==> src/rtl/qracc_pkg.sv <==
// Shared types and widths for the window fetch sequencer.
//   addrWidth : buffer / feature-loader address width
//   dimWidth  : width of the H/W/C configuration fields
//   maxK      : largest supported filter size; kWidth is derived from it
//   wfs_state_t : sequencer FSM states
//   wfs_cfg_t   : layer configuration latched on start
package qracc_pkg;

    localparam int unsigned addrWidth = 32;
    localparam int unsigned dimWidth  = 8;
    localparam int unsigned maxK      = 3;
    localparam int unsigned kWidth    = $clog2(maxK + 1);

    typedef enum logic [2:0] {
        IDLE,
        FETCH,
        DRAIN,
        WAIT,
        DONE
    } wfs_state_t;

    typedef struct packed {
        logic [dimWidth-1:0]  in_h;
        logic [dimWidth-1:0]  in_w;
        logic [dimWidth-1:0]  num_ch;
        logic [kWidth-1:0]    k;
        logic [1:0]           stride;
        logic [1:0]           pad;
        logic [addrWidth-1:0] base;
        logic [addrWidth-1:0] pix_step;
    } wfs_cfg_t;

endpackage

==> src/rtl/win_addr_calc.sv <==
// Combinational address generator for one slot of a convolution window.
// Inputs : cfg (latched layer config), oy/ox (output pixel), ky/kx (slot in window)
// Outputs: rd_addr (buffer line address; base when the slot falls in the pad border),
//          oob (slot lies outside the input image), fl_addr (feature-loader element offset)
module win_addr_calc
    import qracc_pkg::*;
(
    input  wfs_cfg_t             cfg,
    input  logic [dimWidth-1:0]  oy,
    input  logic [dimWidth-1:0]  ox,
    input  logic [kWidth-1:0]    ky,
    input  logic [kWidth-1:0]    kx,
    output logic [addrWidth-1:0] rd_addr,
    output logic                 oob,
    output logic [addrWidth-1:0] fl_addr
);

    // Two extra bits: one for the sign of the padded coordinate, one for stride growth.
    localparam int unsigned SW = dimWidth + 2;

    logic signed [SW-1:0]  iy;
    logic signed [SW-1:0]  ix;
    logic [addrWidth-1:0]  lin;

    always_comb begin
        iy  = $signed(SW'(oy) * SW'(cfg.stride) + SW'(ky) - SW'(cfg.pad));
        ix  = $signed(SW'(ox) * SW'(cfg.stride) + SW'(kx) - SW'(cfg.pad));
        oob = iy[SW-1] || ix[SW-1] ||
              (iy >= $signed(SW'(cfg.in_h))) || (ix >= $signed(SW'(cfg.in_w)));
        // Only meaningful when in bounds; both coordinates are then non-negative.
        lin = addrWidth'($unsigned(iy)) * addrWidth'(cfg.in_w) + addrWidth'($unsigned(ix));
        rd_addr = oob ? cfg.base : cfg.base + lin * cfg.pix_step;
        fl_addr = (addrWidth'(ky) * addrWidth'(cfg.k) + addrWidth'(kx)) *
                  addrWidth'(cfg.num_ch);
    end

endmodule

==> src/rtl/window_fetch_sequencer.sv <==
// Walks the KxK window of each conv output pixel: one activation-buffer read per cycle,
// with padder range and feature-loader write address aligned to the returning data, then
// presents the staged window to the consumer through win_valid_o / win_ready_i.
// Ports:
//   clk, rst           clock, asynchronous active-high reset
//   start_i, cfg_*_i   start pulse and layer configuration (latched in IDLE only)
//   abuf_rd_en_o/addr  buffer internal read
//   pad_start_o/end_o  padder range for the data returning this cycle
//   fl_wr_en_o/addr_o  feature-loader write for the data returning this cycle
//   win_valid_o/ready  window handshake; oy_o/ox_o give its output coordinates
//   busy_o, done_o     not idle / one-cycle end-of-layer pulse
//   cfg_err_o          sticky invalid-config flag, cleared by the next start
module window_fetch_sequencer
    import qracc_pkg::*;
(
    input  logic                 clk,
    input  logic                 rst,
    input  logic                 start_i,
    input  logic [dimWidth-1:0]  cfg_in_h_i,
    input  logic [dimWidth-1:0]  cfg_in_w_i,
    input  logic [dimWidth-1:0]  cfg_num_ch_i,
    input  logic [kWidth-1:0]    cfg_k_i,
    input  logic [1:0]           cfg_stride_i,
    input  logic [1:0]           cfg_pad_i,
    input  logic [addrWidth-1:0] cfg_base_i,
    input  logic [addrWidth-1:0] cfg_pix_step_i,
    output logic                 abuf_rd_en_o,
    output logic [addrWidth-1:0] abuf_rd_addr_o,
    output logic [dimWidth-1:0]  pad_start_o,
    output logic [dimWidth-1:0]  pad_end_o,
    output logic                 fl_wr_en_o,
    output logic [addrWidth-1:0] fl_addr_o,
    output logic                 win_valid_o,
    input  logic                 win_ready_i,
    output logic [dimWidth-1:0]  oy_o,
    output logic [dimWidth-1:0]  ox_o,
    output logic                 busy_o,
    output logic                 done_o,
    output logic                 cfg_err_o
);

    localparam int unsigned EW = dimWidth + 2;

    wfs_state_t           state_q;
    wfs_cfg_t             cfg_q;
    wfs_cfg_t             cfg_in;
    logic [kWidth-1:0]    ky_q, kx_q;
    logic [dimWidth-1:0]  oy_q, ox_q;
    logic [dimWidth-1:0]  oh_last_q, ow_last_q;
    logic                 win_valid_q, done_q, cfg_err_q;
    logic                 fl_wr_en_q;
    logic [addrWidth-1:0] fl_addr_q;
    logic [dimWidth-1:0]  pad_end_q;

    logic [EW-1:0]        h_ext, w_ext;
    logic                 cfg_bad;
    logic [dimWidth-1:0]  oh_last_d, ow_last_d;
    logic                 rd_en;
    logic                 kx_last, ky_last;
    logic [addrWidth-1:0] calc_rd_addr, calc_fl_addr;
    logic                 calc_oob;

    win_addr_calc u_addr (
        .cfg     (cfg_q),
        .oy      (oy_q),
        .ox      (ox_q),
        .ky      (ky_q),
        .kx      (kx_q),
        .rd_addr (calc_rd_addr),
        .oob     (calc_oob),
        .fl_addr (calc_fl_addr)
    );

    // Config check and output-grid extent, evaluated on the raw inputs at start.
    always_comb begin
        cfg_in = '{in_h: cfg_in_h_i, in_w: cfg_in_w_i, num_ch: cfg_num_ch_i, k: cfg_k_i,
                   stride: cfg_stride_i, pad: cfg_pad_i, base: cfg_base_i,
                   pix_step: cfg_pix_step_i};
        h_ext   = EW'(cfg_in_h_i) + EW'({cfg_pad_i, 1'b0});
        w_ext   = EW'(cfg_in_w_i) + EW'({cfg_pad_i, 1'b0});
        cfg_bad = (cfg_k_i == '0) || (cfg_stride_i == '0) || (cfg_num_ch_i == '0) ||
                  (EW'(cfg_k_i) > h_ext) || (EW'(cfg_k_i) > w_ext);
        oh_last_d = '0;
        ow_last_d = '0;
        if (!cfg_bad) begin
            oh_last_d = dimWidth'((h_ext - EW'(cfg_k_i)) / EW'(cfg_stride_i));
            ow_last_d = dimWidth'((w_ext - EW'(cfg_k_i)) / EW'(cfg_stride_i));
        end
    end

    assign rd_en   = (state_q == FETCH);
    assign kx_last = (kx_q == cfg_q.k - kWidth'(1));
    assign ky_last = (ky_q == cfg_q.k - kWidth'(1));

    always_ff @(posedge clk or posedge rst) begin
        if (rst) begin
            state_q     <= IDLE;
            cfg_q       <= '0;
            ky_q        <= '0;
            kx_q        <= '0;
            oy_q        <= '0;
            ox_q        <= '0;
            oh_last_q   <= '0;
            ow_last_q   <= '0;
            win_valid_q <= 1'b0;
            done_q      <= 1'b0;
            cfg_err_q   <= 1'b0;
            fl_wr_en_q  <= 1'b0;
            fl_addr_q   <= '0;
            pad_end_q   <= '0;
        end else begin
            done_q     <= 1'b0;
            // Buffer read latency is one cycle: padder and feature-loader controls
            // follow the read by one stage so they line up with the returning line.
            fl_wr_en_q <= rd_en;
            fl_addr_q  <= rd_en ? calc_fl_addr : '0;
            pad_end_q  <= (rd_en && calc_oob) ? cfg_q.num_ch : '0;
            case (state_q)
                IDLE: begin
                    if (start_i) begin
                        cfg_q     <= cfg_in;
                        cfg_err_q <= cfg_bad;
                        oh_last_q <= oh_last_d;
                        ow_last_q <= ow_last_d;
                        ky_q      <= '0;
                        kx_q      <= '0;
                        oy_q      <= '0;
                        ox_q      <= '0;
                        if (cfg_bad) begin
                            state_q <= DONE;
                            done_q  <= 1'b1;
                        end else begin
                            state_q <= FETCH;
                        end
                    end
                end
                FETCH: begin
                    if (kx_last) begin
                        kx_q <= '0;
                        if (ky_last) begin
                            ky_q    <= '0;
                            state_q <= DRAIN;
                        end else begin
                            ky_q <= ky_q + kWidth'(1);
                        end
                    end else begin
                        kx_q <= kx_q + kWidth'(1);
                    end
                end
                DRAIN: begin
                    state_q     <= WAIT;
                    win_valid_q <= 1'b1;
                end
                WAIT: begin
                    if (win_ready_i) begin
                        win_valid_q <= 1'b0;
                        if (ox_q == ow_last_q) begin
                            ox_q <= '0;
                            if (oy_q == oh_last_q) begin
                                oy_q    <= '0;
                                state_q <= DONE;
                                done_q  <= 1'b1;
                            end else begin
                                oy_q    <= oy_q + dimWidth'(1);
                                state_q <= FETCH;
                            end
                        end else begin
                            ox_q    <= ox_q + dimWidth'(1);
                            state_q <= FETCH;
                        end
                    end
                end
                DONE: begin
                    state_q <= IDLE;
                end
                default: begin
                    state_q <= IDLE;
                end
            endcase
        end
    end

    assign abuf_rd_en_o   = rd_en;
    assign abuf_rd_addr_o = rd_en ? calc_rd_addr : '0;
    // Padded slots always zero the whole line from element 0.
    assign pad_start_o    = '0;
    assign pad_end_o      = pad_end_q;
    assign fl_wr_en_o     = fl_wr_en_q;
    assign fl_addr_o      = fl_addr_q;
    assign win_valid_o    = win_valid_q;
    assign oy_o           = oy_q;
    assign ox_o           = ox_q;
    assign busy_o         = (state_q != IDLE);
    assign done_o         = done_q;
    assign cfg_err_o      = cfg_err_q;

endmodule
==> config.mk <==
export PLATFORM = sky130hd
export DESIGN_NAME = window_fetch_sequencer
export DESIGN_NICKNAME = d
export VERILOG_FILES = /design/src/rtl/qracc_pkg.sv /design/src/rtl/win_addr_calc.sv /design/src/rtl/window_fetch_sequencer.sv
export SDC_FILE = /design/constraint.sdc
export NUM_CORES = 2
export LEC_CHECK = 0
export CORE_MARGIN = 4
export CORE_UTILIZATION = 35
export CTS_BUF_LIST = sky130_fd_sc_hd__clkbuf_16
export CTS_CLUSTER_SIZE = 24
export DETAILED_ROUTE_END_ITERATION = 7
export SYNTH_ARGS = -nofsm -noshare
export SYNTH_HDL_FRONTEND = slang
export SYNTH_SLANG_ARGS = --single-unit
==> constraint.sdc <==
create_clock -name clk -period 49.3 [get_ports clk]
set_input_delay 4.93 -clock clk [delete_from_list [all_inputs] [get_ports clk]]
set_output_delay 4.93 -clock clk [all_outputs]
set_load 0.005 [all_outputs]
==> impl_metrics.ini <==
[cts]
holdBufCountCts = 0
cts_tree = done
cts-buffers-inserted = 17
worstSkewPairLatency_ns = 0.53
cts_buffer_depth = 2
cts_resized = 0
path_clk_slew_ns = 0.07
ctsRootBufferMaster = clkbuf_16
htreeDepth = 4
cts.sinks = 158
cts_setup_buffers = 0

[synthesis]
ys_ff_latch = 158
synth.avg_cell_area_um2 = 8.426
synth_cells = 3554
synth_area_um2 = 29950
synth.area.top_cells = fa_1 30%, dfrtp_1 13%, ha_1 11%
synth_cell_types = 108
async_reset_ff_share_pct = 100.0
synthFlopType = dfrtp_1
synth_top_cell_by_area = fa_1
yosysTopAreaCellShare_pct = 30.28
synth-seq-area-share_pct = 13.20
ys_warn_count = 0
synth_edf_count = 0

[hold_path]
hp-class = flop to flop
holdPathStages = 2
min-delay-start = cfg_q[30]
hold_end = cfg_q[30]

[worst_setup_path]
reg2reg_depth = 23
rr_endpoint = fl_addr_o[11]
critPathArrivalTime_ns = 16.94
cpMaxStageDelayCell = dfrtp_1
crit_type = flop to primary output
worstPathRequired_ns = 44.37
timing.rr.start = ky_q[1]
crit_fanout = 17
cpPeakStageDelay_ns = 0.63
cp-startpoint = cfg_q[67]
rrSetupSlack_ns = 43.88
critPathLaunchType = flop
end_kind = primary output

[floorplanning]
core_area_um2 = 85010
pin_count = 200
start_util_pct = 35.23
dieArea_um2 = 90310
die_h_um = 300.5
die_x_um = 300.5
rows = 107

[sta]
max-slew-margin-rel_pct = 20.31
setup_tns_ns = 0
setup_viol = 0
worst_pin_slew_ns = 1.193
hold_viol = 0
finClkSkew_ns = 0.02626
fin_crit_sh_pct = 44.36
period_minus_slack_ns = 21.87
slew_viol_final = 0
timing.fmax_mhz = 45.73
layout_setup_ws_ns = 27.43
rsz0062_at_grt = false

[layout]
final_nets = 4452
area_growth_pct = 11.59
instances_no_fill = 4791
final_layout_size_suffix_gt1_share_pct = 4.142
fillers = 8518

[global_routing]
use_met1_pct = 24.60
grt_antenna_before_repair = 1
grt_pass1_vias = 24600
grt_use_met3_pct = 3.504
busiest_layer = met2
overflow = 0
track_usage_pct = 18.94
grt_pass1_wl_um = 135300
use_met2_pct = 32.52
grt_max_degree = 92

[run_status]
status = complete, no violations

[routing]
num_vias = 23680
first_pass_iters = 5
drtIter0Drc = 1246
postRouteAntennaNets = 0
drc_errors = 0
via_per_inst = 4.943
wl_um = 83320
post_drt_wl_per_cell_um = 17.39

[run]
max_cap_viol_count = 0

[placed_design]
dp_hpwl_um = 64820
dpl.cell_count = 4758
place_ws_ns = 27.94
port_buffers = 172
routabilityCongestion = 0.8502
area by class of cell:
class,count,area (um^2),share of cell area (%)
multi-input cells,2663,23230,69.51
flip-flops and latches,158,3954,11.83
inverters,586,2205,6.597
repair buffers,207,1984,5.938
well taps,1144,1431,4.283
clock buffers,17,425.4,1.273
clock inverters,15,187.7,0.5616
diodes,1,2.502,0.007488
how the worst max path moves through the flow:
stage | cells after the start | to
2_1_floorplan | 64 | abuf_rd_addr_o[31]
3_3_place_gp | 60 | abuf_rd_addr_o[31]
3_5_place_dp | 60 | abuf_rd_addr_o[31]
4_1_cts | 59 | abuf_rd_addr_o[31]
5_1_grt | 60 | abuf_rd_addr_o[31]
6_report | 59 | abuf_rd_addr_o[31]
metrics by stage:
step / hold WS [ns] / util [%] / instance area [um^2]
2_1_floorplan: 0.4460 / - / 30050
3_3_place_gp: 0.4798 / 38.59 / 32800
3_5_place_dp: 0.4881 / 38.59 / 32800
4_1_cts: 0.5056 / 39.31 / 33420
5_1_grt: 0.5166 / 39.31 / 33420
6_report: 0.5019 / 39.31 / 33420
sequential cells by signal (all words and copies together), names as in the netlist, 2 cells and up:
name,count
cfg_q,94
state_q,3
ky_q,2
ow_last_q,8
oh_last_q,8
kx_q,2
pad_end_o,8
oy_o,8
ox_o,8
fl_addr_o,13
cell usage after synthesis (37+ instances only):
master    number
inv_1        585
a21oi_1      111
ha_1         268
nand2_1      734
fa_1         453
nor3_1        43
nor2_1       143
dfrtp_1      158
and2_1       164
clkbuf_1     136
xor2_1        52
and3_1        37
o21ai_0       97
xnor2_1       88
kinds of logic (layout without fill, tap and decap cells):
| kind of cell | Yosys count | count (layout) | synth area share (%) |
|---|---|---|---|
| flip-flops | 158 | 158 | 13.20 |
| adder cells (fa/ha/maj) | 724 | 724 | 41.58 |
| other | 1 | 28 | 0.01252 |
| buffers and inverters | 759 | 825 | 9.931 |
| multiplexers | 32 | 32 | 1.262 |
| AO/OA/AOI/OAI | 429 | 429 | 9.685 |
| XOR/XNOR | 143 | 143 | 4.299 |
| AND/OR/NAND/NOR | 1308 | 1308 | 20.03 |
routing by layer:
metal | vias to the layer above | wire, um
met5 | - | 0
met4 | 0 | 1838
met3 | 98 | 4222
met2 | 482 | 40520
met1 | 11850 | 36740
li1 | 11250 | -
layout by cell type (no fill, tap or decap), types with 35 or more instances in the layout:
cell type	n
a21oi_1	111
and2_1	163
and3_1	37
buf_4	35
clkdlybuf4s50_1	172
dfrtp_1	158
fa_1	453
ha_1	268
inv_1	584
nand2_1	733
nand3_1	35
nor2_1	143
nor3_1	43
o21ai_0	97
xnor2_1	82
xor2_1	51
worst max-delay path, delay by kind of cell, from the launching register on:
family                   cells  cell delay (ns)
multiplexers                 1             0.08
AO/OA/AOI/OAI               12             2.38
buffers and inverters        5             0.77
XOR/XNOR                    17             3.81
flip-flops                   1             0.63
adder cells (fa/ha/maj)     16             7.52
AND/OR/NAND/NOR              8             1.21
Power is not shown: default switching activity piles up to over one toggle a cycle in this logic, so the estimate is an artifact.
